## config.mk

```make
export PLATFORM = sky130hd
export DESIGN_NAME = hall_call_arbiter
export DESIGN_NICKNAME = d
export VERILOG_FILES = /design/src/rtl/hall_call_arbiter.sv
export SDC_FILE = /design/constraint.sdc
export NUM_CORES = 1
export LEC_CHECK = 0
export CORE_ASPECT_RATIO = 1.75
export CORE_UTILIZATION = 40
export DETAILED_ROUTE_END_ITERATION = 7
export GPL_ROUTABILITY_DRIVEN = 1
export GPL_TIMING_DRIVEN = 0
export SLEW_MARGIN = 10
export SYNTH_ARGS = -nofsm -noshare
export SYNTH_HDL_FRONTEND = slang
export SYNTH_SLANG_ARGS = --single-unit
```

## constraint.sdc

```tcl
create_clock -name clk -period 8.86 [get_ports clk]
set_input_delay 1.329 -clock clk [delete_from_list [all_inputs] [get_ports clk]]
set_output_delay 1.329 -clock clk [all_outputs]
set_load 0.005 [all_outputs]
```

## src/rtl/hall_call_arbiter.sv

```systemverilog
// Hall call capture, lamp hold and round-robin offer to the car dispatcher.
// Define HALL_CALL_REQUEUE_EN to re-offer dispatched calls that time out.
module hall_call_arbiter #(
    parameter int NUM_FLOORS     = 8,
    parameter int FLOOR_W        = $clog2(NUM_FLOORS),
    parameter int TIMEOUT_CYCLES = 1024
) (
    input  logic                                 clk,
    input  logic                                 reset,
    input  logic [NUM_FLOORS-1:0]                request,
    input  logic [NUM_FLOORS-1:0]                request_direction_up_ndown,
    output logic [NUM_FLOORS-1:0]                ack,
    output logic [NUM_FLOORS-1:0]                lamp_up,
    output logic [NUM_FLOORS-1:0]                lamp_down,
    output logic                                 call_valid,
    output logic [FLOOR_W-1:0]                   call_floor,
    output logic                                 call_dir_up,
    input  logic                                 call_ready,
    input  logic                                 serviced_valid,
    input  logic [FLOOR_W-1:0]                   serviced_floor,
    input  logic                                 serviced_dir_up,
    output logic [$clog2(2*NUM_FLOORS+1)-1:0]    pending_count
);
    localparam int NC = 2 * NUM_FLOORS;
    localparam int IW = $clog2(NC);
    localparam int CW = $clog2(NC + 1);

    typedef enum logic {IDLE, OFFER} state_t;

    state_t                state_q, state_d;
    logic [NUM_FLOORS-1:0] req_q, ack_q, ack_d;
    logic [NC-1:0]         pend_q, pend_d, disp_q, disp_d;
    logic [NC-1:0]         cand, set_m, svc_m, acc_m, tmo_m;
    logic [IW-1:0]         rr_q, rr_d, pick, sel;
    logic                  found;
    logic [FLOOR_W-1:0]    floor_q, floor_d;
    logic                  dir_q, dir_d;
    logic [CW-1:0]         cnt_q, cnt_d;

    // Candidate bit 2f is the up call at floor f, 2f+1 the down call.
    assign sel = {floor_q, ~dir_q};

    always_comb begin
        ack_d = '0;
        set_m = '0;
        svc_m = '0;
        for (int f = 0; f < NUM_FLOORS; f++) begin
            if (request[f] && !req_q[f]) begin
                if (request_direction_up_ndown[f] && f != NUM_FLOORS - 1) begin
                    ack_d[f]     = 1'b1;
                    set_m[2*f]   = 1'b1;
                end else if (!request_direction_up_ndown[f] && f != 0) begin
                    ack_d[f]     = 1'b1;
                    set_m[2*f+1] = 1'b1;
                end
            end
        end
        if (serviced_valid) begin
            svc_m[{serviced_floor, ~serviced_dir_up}] = 1'b1;
        end
    end

    // A call being serviced this cycle is never selected for an offer.
    assign cand = pend_q & ~disp_q & ~svc_m;

    always_comb begin
        found = 1'b0;
        pick  = '0;
        for (int i = 0; i < NC; i++) begin
            if (!found && cand[(int'(rr_q) + i) % NC]) begin
                found = 1'b1;
                pick  = IW'((int'(rr_q) + i) % NC);
            end
        end
    end

    always_comb begin
        state_d = state_q;
        rr_d    = rr_q;
        floor_d = floor_q;
        dir_d   = dir_q;
        acc_m   = '0;
        unique case (state_q)
            IDLE: begin
                if (found) begin
                    state_d = OFFER;
                    floor_d = pick[IW-1:1];
                    dir_d   = ~pick[0];
                end
            end
            OFFER: begin
                if (call_ready) begin
                    acc_m[sel] = 1'b1;
                    rr_d       = sel + 1'b1;
                    state_d    = IDLE;
                end else if (svc_m[sel]) begin
                    state_d = IDLE;
                end
            end
        endcase
    end

    always_comb begin
        pend_d = (pend_q | set_m) & ~svc_m;
        disp_d = (disp_q | acc_m) & ~svc_m & ~tmo_m;
        cnt_d  = '0;
        for (int i = 0; i < NC; i++) begin
            cnt_d = cnt_d + CW'(pend_d[i]);
        end
    end

`ifdef HALL_CALL_REQUEUE_EN
    localparam int AW = $clog2(TIMEOUT_CYCLES);

    logic [AW-1:0] age_q [NC];

    always_ff @(posedge clk or negedge reset) begin
        if (!reset) begin
            for (int i = 0; i < NC; i++) age_q[i] <= '0;
        end else begin
            for (int i = 0; i < NC; i++) begin
                if (acc_m[i] || svc_m[i] || tmo_m[i]) begin
                    age_q[i] <= '0;
                end else if (disp_q[i]) begin
                    age_q[i] <= age_q[i] + 1'b1;
                end
            end
        end
    end

    always_comb begin
        tmo_m = '0;
        for (int i = 0; i < NC; i++) begin
            tmo_m[i] = disp_q[i] && pend_q[i] &&
                       age_q[i] == AW'(TIMEOUT_CYCLES - 1);
        end
    end
`else
    // Dispatched calls stay dispatched until serviced.
    assign tmo_m = (TIMEOUT_CYCLES > 0) ? '0 : '0;
`endif

    always_ff @(posedge clk or negedge reset) begin
        if (!reset) begin
            state_q <= IDLE;
            req_q   <= '0;
            ack_q   <= '0;
            pend_q  <= '0;
            disp_q  <= '0;
            rr_q    <= '0;
            floor_q <= '0;
            dir_q   <= 1'b0;
            cnt_q   <= '0;
        end else begin
            state_q <= state_d;
            req_q   <= request;
            ack_q   <= ack_d;
            pend_q  <= pend_d;
            disp_q  <= disp_d;
            rr_q    <= rr_d;
            floor_q <= floor_d;
            dir_q   <= dir_d;
            cnt_q   <= cnt_d;
        end
    end

    always_comb begin
        lamp_up   = '0;
        lamp_down = '0;
        for (int f = 0; f < NUM_FLOORS; f++) begin
            lamp_up[f]   = pend_q[2*f];
            lamp_down[f] = pend_q[2*f+1];
        end
    end

    assign ack           = ack_q;
    assign call_valid    = (state_q == OFFER);
    assign call_floor    = floor_q;
    assign call_dir_up   = dir_q;
    assign pending_count = cnt_q;
endmodule

```

# Yosys cells after proc, flatten, opt, wreduce, memory -nomap -nowiden

Cells that the tools add are included.

Flip-flop bits (word level): 62
Bits in latches: 0
Bits in writable memories: 0
Memory bits (read-only): 0
Bits of input ports: 24
Logic and storage cells: 272
Memories: 0

Add/sub/neg operators: 31
Multiply operators: 0
Divide/modulo/power cells: 0
$lt $le $gt $ge: 20
Eq/ne operators: 0
Shift operators: 0
Multiplexer cells: 120
Bitwise gates (word level): 27
Reductions and logical operators: 65

Operators by type and width:

| kind                  | count |
|---|---|
| $lt A5 B6 Y1 const B  | 15 |
| $mux W1               | 75 |
| $bmux W1 S4           | 17 |
| $and A16 B16 Y16      | 4 |
| $mux W4               | 16 |
| $reduce_or A4 Y1      | 15 |
| $add A5 B1 Y5         | 11 |
| $mux W16              | 3 |
| $add A4 B4 Y4 const B | 8 |
| $not A16 Y16          | 2 |
| $or A16 B16 Y16       | 2 |
| $logic_and A1 B1 Y1   | 25 |
| $logic_not A1 Y1      | 23 |
| $add A4 B3 Y4 const B | 4 |
| $and A1 B1 Y1 const A | 15 |
| $lt A4 B5 Y1 const B  | 3 |
| $mux W2               | 6 |
| $add A4 B1 Y4 const B | 2 |
| $add A4 B2 Y4 const B | 2 |
| $demux W1 S4          | 2 |
| $ge A4 B1 Y1 const B  | 2 |
| $add A4 B1 Y5         | 1 |
| $add A3 B1 Y4         | 1 |
| $not A1 Y1            | 4 |
| 4 further kinds       | 5 |

# Logic depth before layout (Yosys ltp)

Depth in word-level cells: 58
Gate-level depth with buffers: 16
Depth with buffers taken out: 15

# Worst setup path after synthesis

Ideal clock, no wire load.

Path type: input to register
Start: in serviced_dir_up
End: reg cnt_q[4], in the netlist pending_count[4]
Library setup time: 0.064 ns
Arrival time: 4.961 ns
Slack: 3.834 ns
Stages: 15
Cells stage by stage: buf_2 -> or3b_1 -> buf_6 -> o22a_1 -> fa_1 -> fa_1 -> fa_1 -> inv_1 -> fa_1 -> inv_1 -> ha_1 -> inv_1 -> fa_1 -> nor2b_1 -> o21a_1

RTL lines:

| element                                                            | RTL line | RTL |
|---|---|---|
| start, declared                                                    | 21       | `input logic serviced_dir_up,` |
| $not A1 Y1 *                                                       | 59       | `svc_m[{serviced_floor, ~serviced_dir_up}] = 1'b1;` |
| $lt A4 B5 Y1 (not written as such) or $ge A4 B1 Y1 (tied branches) | 59       |  |
| $logic_and A1 B1 Y1 (not written as such)                          | 59       |  |
| $mux W1 (not written as such)                                      | 59       |  |
| $demux W1 S4 *                                                     | 59       |  |
| $mux W16 *                                                         | 58       | `if (serviced_valid) begin` |
| $not A16 Y16 *                                                     | 104      | `pend_d = (pend_q \| set_m) & ~svc_m;` |
| $and A16 B16 Y16 *                                                 | 104      |  |
| named net pend_d[13]                                               | 32       | `logic [NC-1:0] pend_q, pend_d, disp_q, disp_d;` |
| $add A5 B1 Y5 * (3 in series)                                      | 108      | `cnt_d = cnt_d + CW'(pend_d[i]);` |
| named net cnt_d[4]                                                 | 38       | `logic [CW-1:0] cnt_q, cnt_d;` |
| end signal, assigned                                               | 163      | `cnt_q <= cnt_d;` |
| end, declared                                                      | 38       |  |

The timed path passes the listed nets; every way through them passes the cells marked *.
A chain may end at the register's enable or synchronous reset.

# Worst setup path in the final report

Start: in serviced_valid
End: reg cnt_q[4], in the netlist pending_count[4]

Cells in the longest elaborated chain, start to end: 18

RTL lines:

| element                      | RTL line | RTL |
|---|---|---|
| start, declared              | 19       | `input logic serviced_valid,` |
| $mux W16                     | 58       |  |
| $not A16 Y16                 | 104      |  |
| $and A16 B16 Y16             | 104      |  |
| named net pend_d[0]          | 32       |  |
| $add A1 B1 Y2                | 108      |  |
| $add A2 B1 Y3                | 108      |  |
| $add A3 B1 Y4                | 108      |  |
| $add A4 B1 Y5                | 108      |  |
| $add A5 B1 Y5 (11 in series) | 108      |  |
| named net cnt_d[4]           | 38       |  |

The timed path passes the listed nets, and every way through them passes these cells.

==> impl_results.md <==
* Fmax at 179.8 MHz
* Most frequent cell after synthesis: nor2_1
* Antenna cells at 0
* H-tree levels at 3
* WL/cell at 21.58 um
* Worst hold path class: flip-flop to flip-flop
* Clock latency at the later pin of the worst-skew pair at 330 ps
* Average size of a mapped cell at 9.083 sq um
* RSZ-0062 raised after global routing: false
* Final hold vios at 0
* Status: finished clean
* FP Rows at 54
* Final setup TNS at 0 ps
* Setup crit end kind: flip-flop
* Synthesized-area fraction occupied by adder cells at 7.886%
* Largest family of logic cells by synthesized area: simple AND/OR/NAND/NOR gates
* Core footprint at 0.01243 sq mm
* Vias per inst at 6.033
* Synth cell count leaders: nor2_1, dfrtp_1, a21oi_1
* Post-Synth XOR/XNOR Area at 3.622%
* Die extent in y at 151.0 um
* Seq/Total Area, Yosys at 30.56%
* Worst-path maximum fanout at 8
* Gpl congestion at 1.021
* Skew final at 14.65 ps
* CP Class: input port to flip-flop
* Clk root buf: clkbuf_16
* Drt pass-1 iters at 4
* Gates resized, CTS repair at 0
* Die span in x at 87.17 um
* Dpl hpwl at 13.56 mm
* Largest buffer count on any clock path at 2
* CTS Hold Bufs at 0
* Dominant cell type by area after synthesis: dfrtp_1
* Tot GR Track Use at 27.40%
* Distinct cell type count after synthesis at 81
* Slew headroom at 33.42%
* Starting Density at 40.84%
* Yosys reg bits at 62
* Slew @ Worst Pin at 996.6 ps
* Simple-gate share of the synthesized area at 21.39%
* # port buffers at 53
* MaxCap Viol Count at 0
* Total routed wirelength at 17.18 mm
* Mux share of post-synthesis cell area at 11.51%
* TritonCTS clock tree: built
* Fin crit period at 5563 ps
* Largest net degree at the start of global routing at 63
* Layout cell share with drive strength beyond 1 at 11.78%
* Synth Area in Compound Gates at 21.00%
* First-pass GRT wire length at 26.25 mm
* Post-synth ARST share at 100.0%
* Total grt overflow at 0
* Post-synth EDFFs at 0
* Worst Path Arrival at 5830 ps
* Area Growth Syn to Fin at 21.07%
* Final setup viols at 0
* Total number of vias at 4802
* Clk sinks at 62
* Synth warnings at 0
* Post-route ant nets at 0
* Post-CTS setup buffers at 0
* Final Max Tran Viols at 0
* Top Ports at 58
* Syn Std Cell Area at 0.005077 sq mm
* Initial antenna violation count at 0
* Residual DRC at 0
* Post-synth top area share at 30.56%
* Initial drt markers at 302
* Vias in the first global route at 4787
* Final Net Count at 673
* Period Utilization, post-route at 62.79%
* Die area at 0.01317 sq mm
* Ys flop type: dfrtp_1
* Post-Syn Instances at 559
* Req. time, crit path at 9130 ps
* CTS clk-pin slew, worst paths at 60 ps
* Syn_nets at 609
* Startpoint types: input port
* Area contributors post-synth: dfrtp_1, mux4_2, nor2_1
* CTS Buf Count at 9
==> through the flow <==
step	worst slack, ps	instance area, sq um	hold WS (ps)	cells	util, %
floorplan	3834	5077	387.8	559	-
global placement	2938	5818	396.3	780	46.80
detailed placement	2952	5816	404.0	780	46.78
CTS	3258	6147	413.6	796	49.45
global route	3097	6147	426.8	796	49.45
finish	3297	6147	410.2	796	49.45
==> registers in the layout, indices dropped and copies added, names as in the netlist <==
name,cells
pend_q,16
rr_q,4
call_valid,1
disp_q,16
ack,8
call_dir_up,1
call_floor,3
pending_count,5
req_q,8
==> critical path: stages <==
cell	delay, ps
clkdlybuf4s50_1	610
nand3b_1	320
nor2_1	370
nor2_1	150
fa_1	640
fa_1	460
fa_1	520
inv_1	60
fa_1	430
inv_1	70
ha_1	170
inv_1	60
fa_1	400
nor2b_1	130
o21a_1	110
==> path summary, 6_finish.rpt <==
check	start	end	slack (ps)	cells after the start
max	serviced_valid	pending_count[4]	3300	15
min	req_q[0]	ack[0]	410	1
max reg2reg	rr_q[1]	call_dir_up	3810	14
min reg2reg	req_q[0]	ack[0]	410	1
max in group asynchronous	reset	disp_q[11]	7230	1
min in group asynchronous	reset	call_valid	1070	1
==> cells by family (layout without fill, tap and decap cells) <==
group,after synthesis,in the layout
AOI/OAI and AO/OA,155,155
DFF,62,62
adders and majority gates,26,26
and+or+nand+nor,212,212
xor gates and xnor gates,21,21
buffers and inverters,47,116
muxes,36,36
==> cells in the final DEF (no fill, tap or decap), drive strengths merged, types with 5 or more instances in the layout <==
cell            n
nor2           73
dfrtp          62
clkdlybuf4s50  52
a21oi          47
nand2          45
o21ai          26
inv            21
clkbuf         21
nor2b          17
ha             16
mux4           14
buf            14
nand3          13
xor2           12
mux2i          12
fa             10
mux2           10
nand2b          9
o22a            9
xnor2           9
o2111ai         9
nand4           8
and2            7
nand3b          6
o22ai           6
o221ai          6
o31ai           6
o211ai          6
or2             5
nor3            5
and3            5
nor3b           5
a21boi          5
==> layer usage <==
layer  wire length, um  GRT usage (%)  share of wire [%]
met5                 0              0                  0
met1              5938          27.90                 35
met4               888          17.13                5.2
met2              9747          52.13                 57
met3               605          2.834                3.5
==> area by class of cell <==
| type | instances | area [sq um] |
|---|---|---|
| plain buffers | 24 | 118.9 |
| clock inverters | 6 | 92.59 |
| fillers | 1246 | 6285 |
| multi-input cells | 450 | 3321 |
| flip-flops and latches | 62 | 1551 |
| repair buffers | 53 | 528.0 |
| inverters | 23 | 86.33 |
| well taps | 168 | 210.2 |
| clock buffers | 10 | 239.0 |
Power is not shown: default switching activity piles up to over one toggle a cycle in this logic, so the estimate is an artifact.
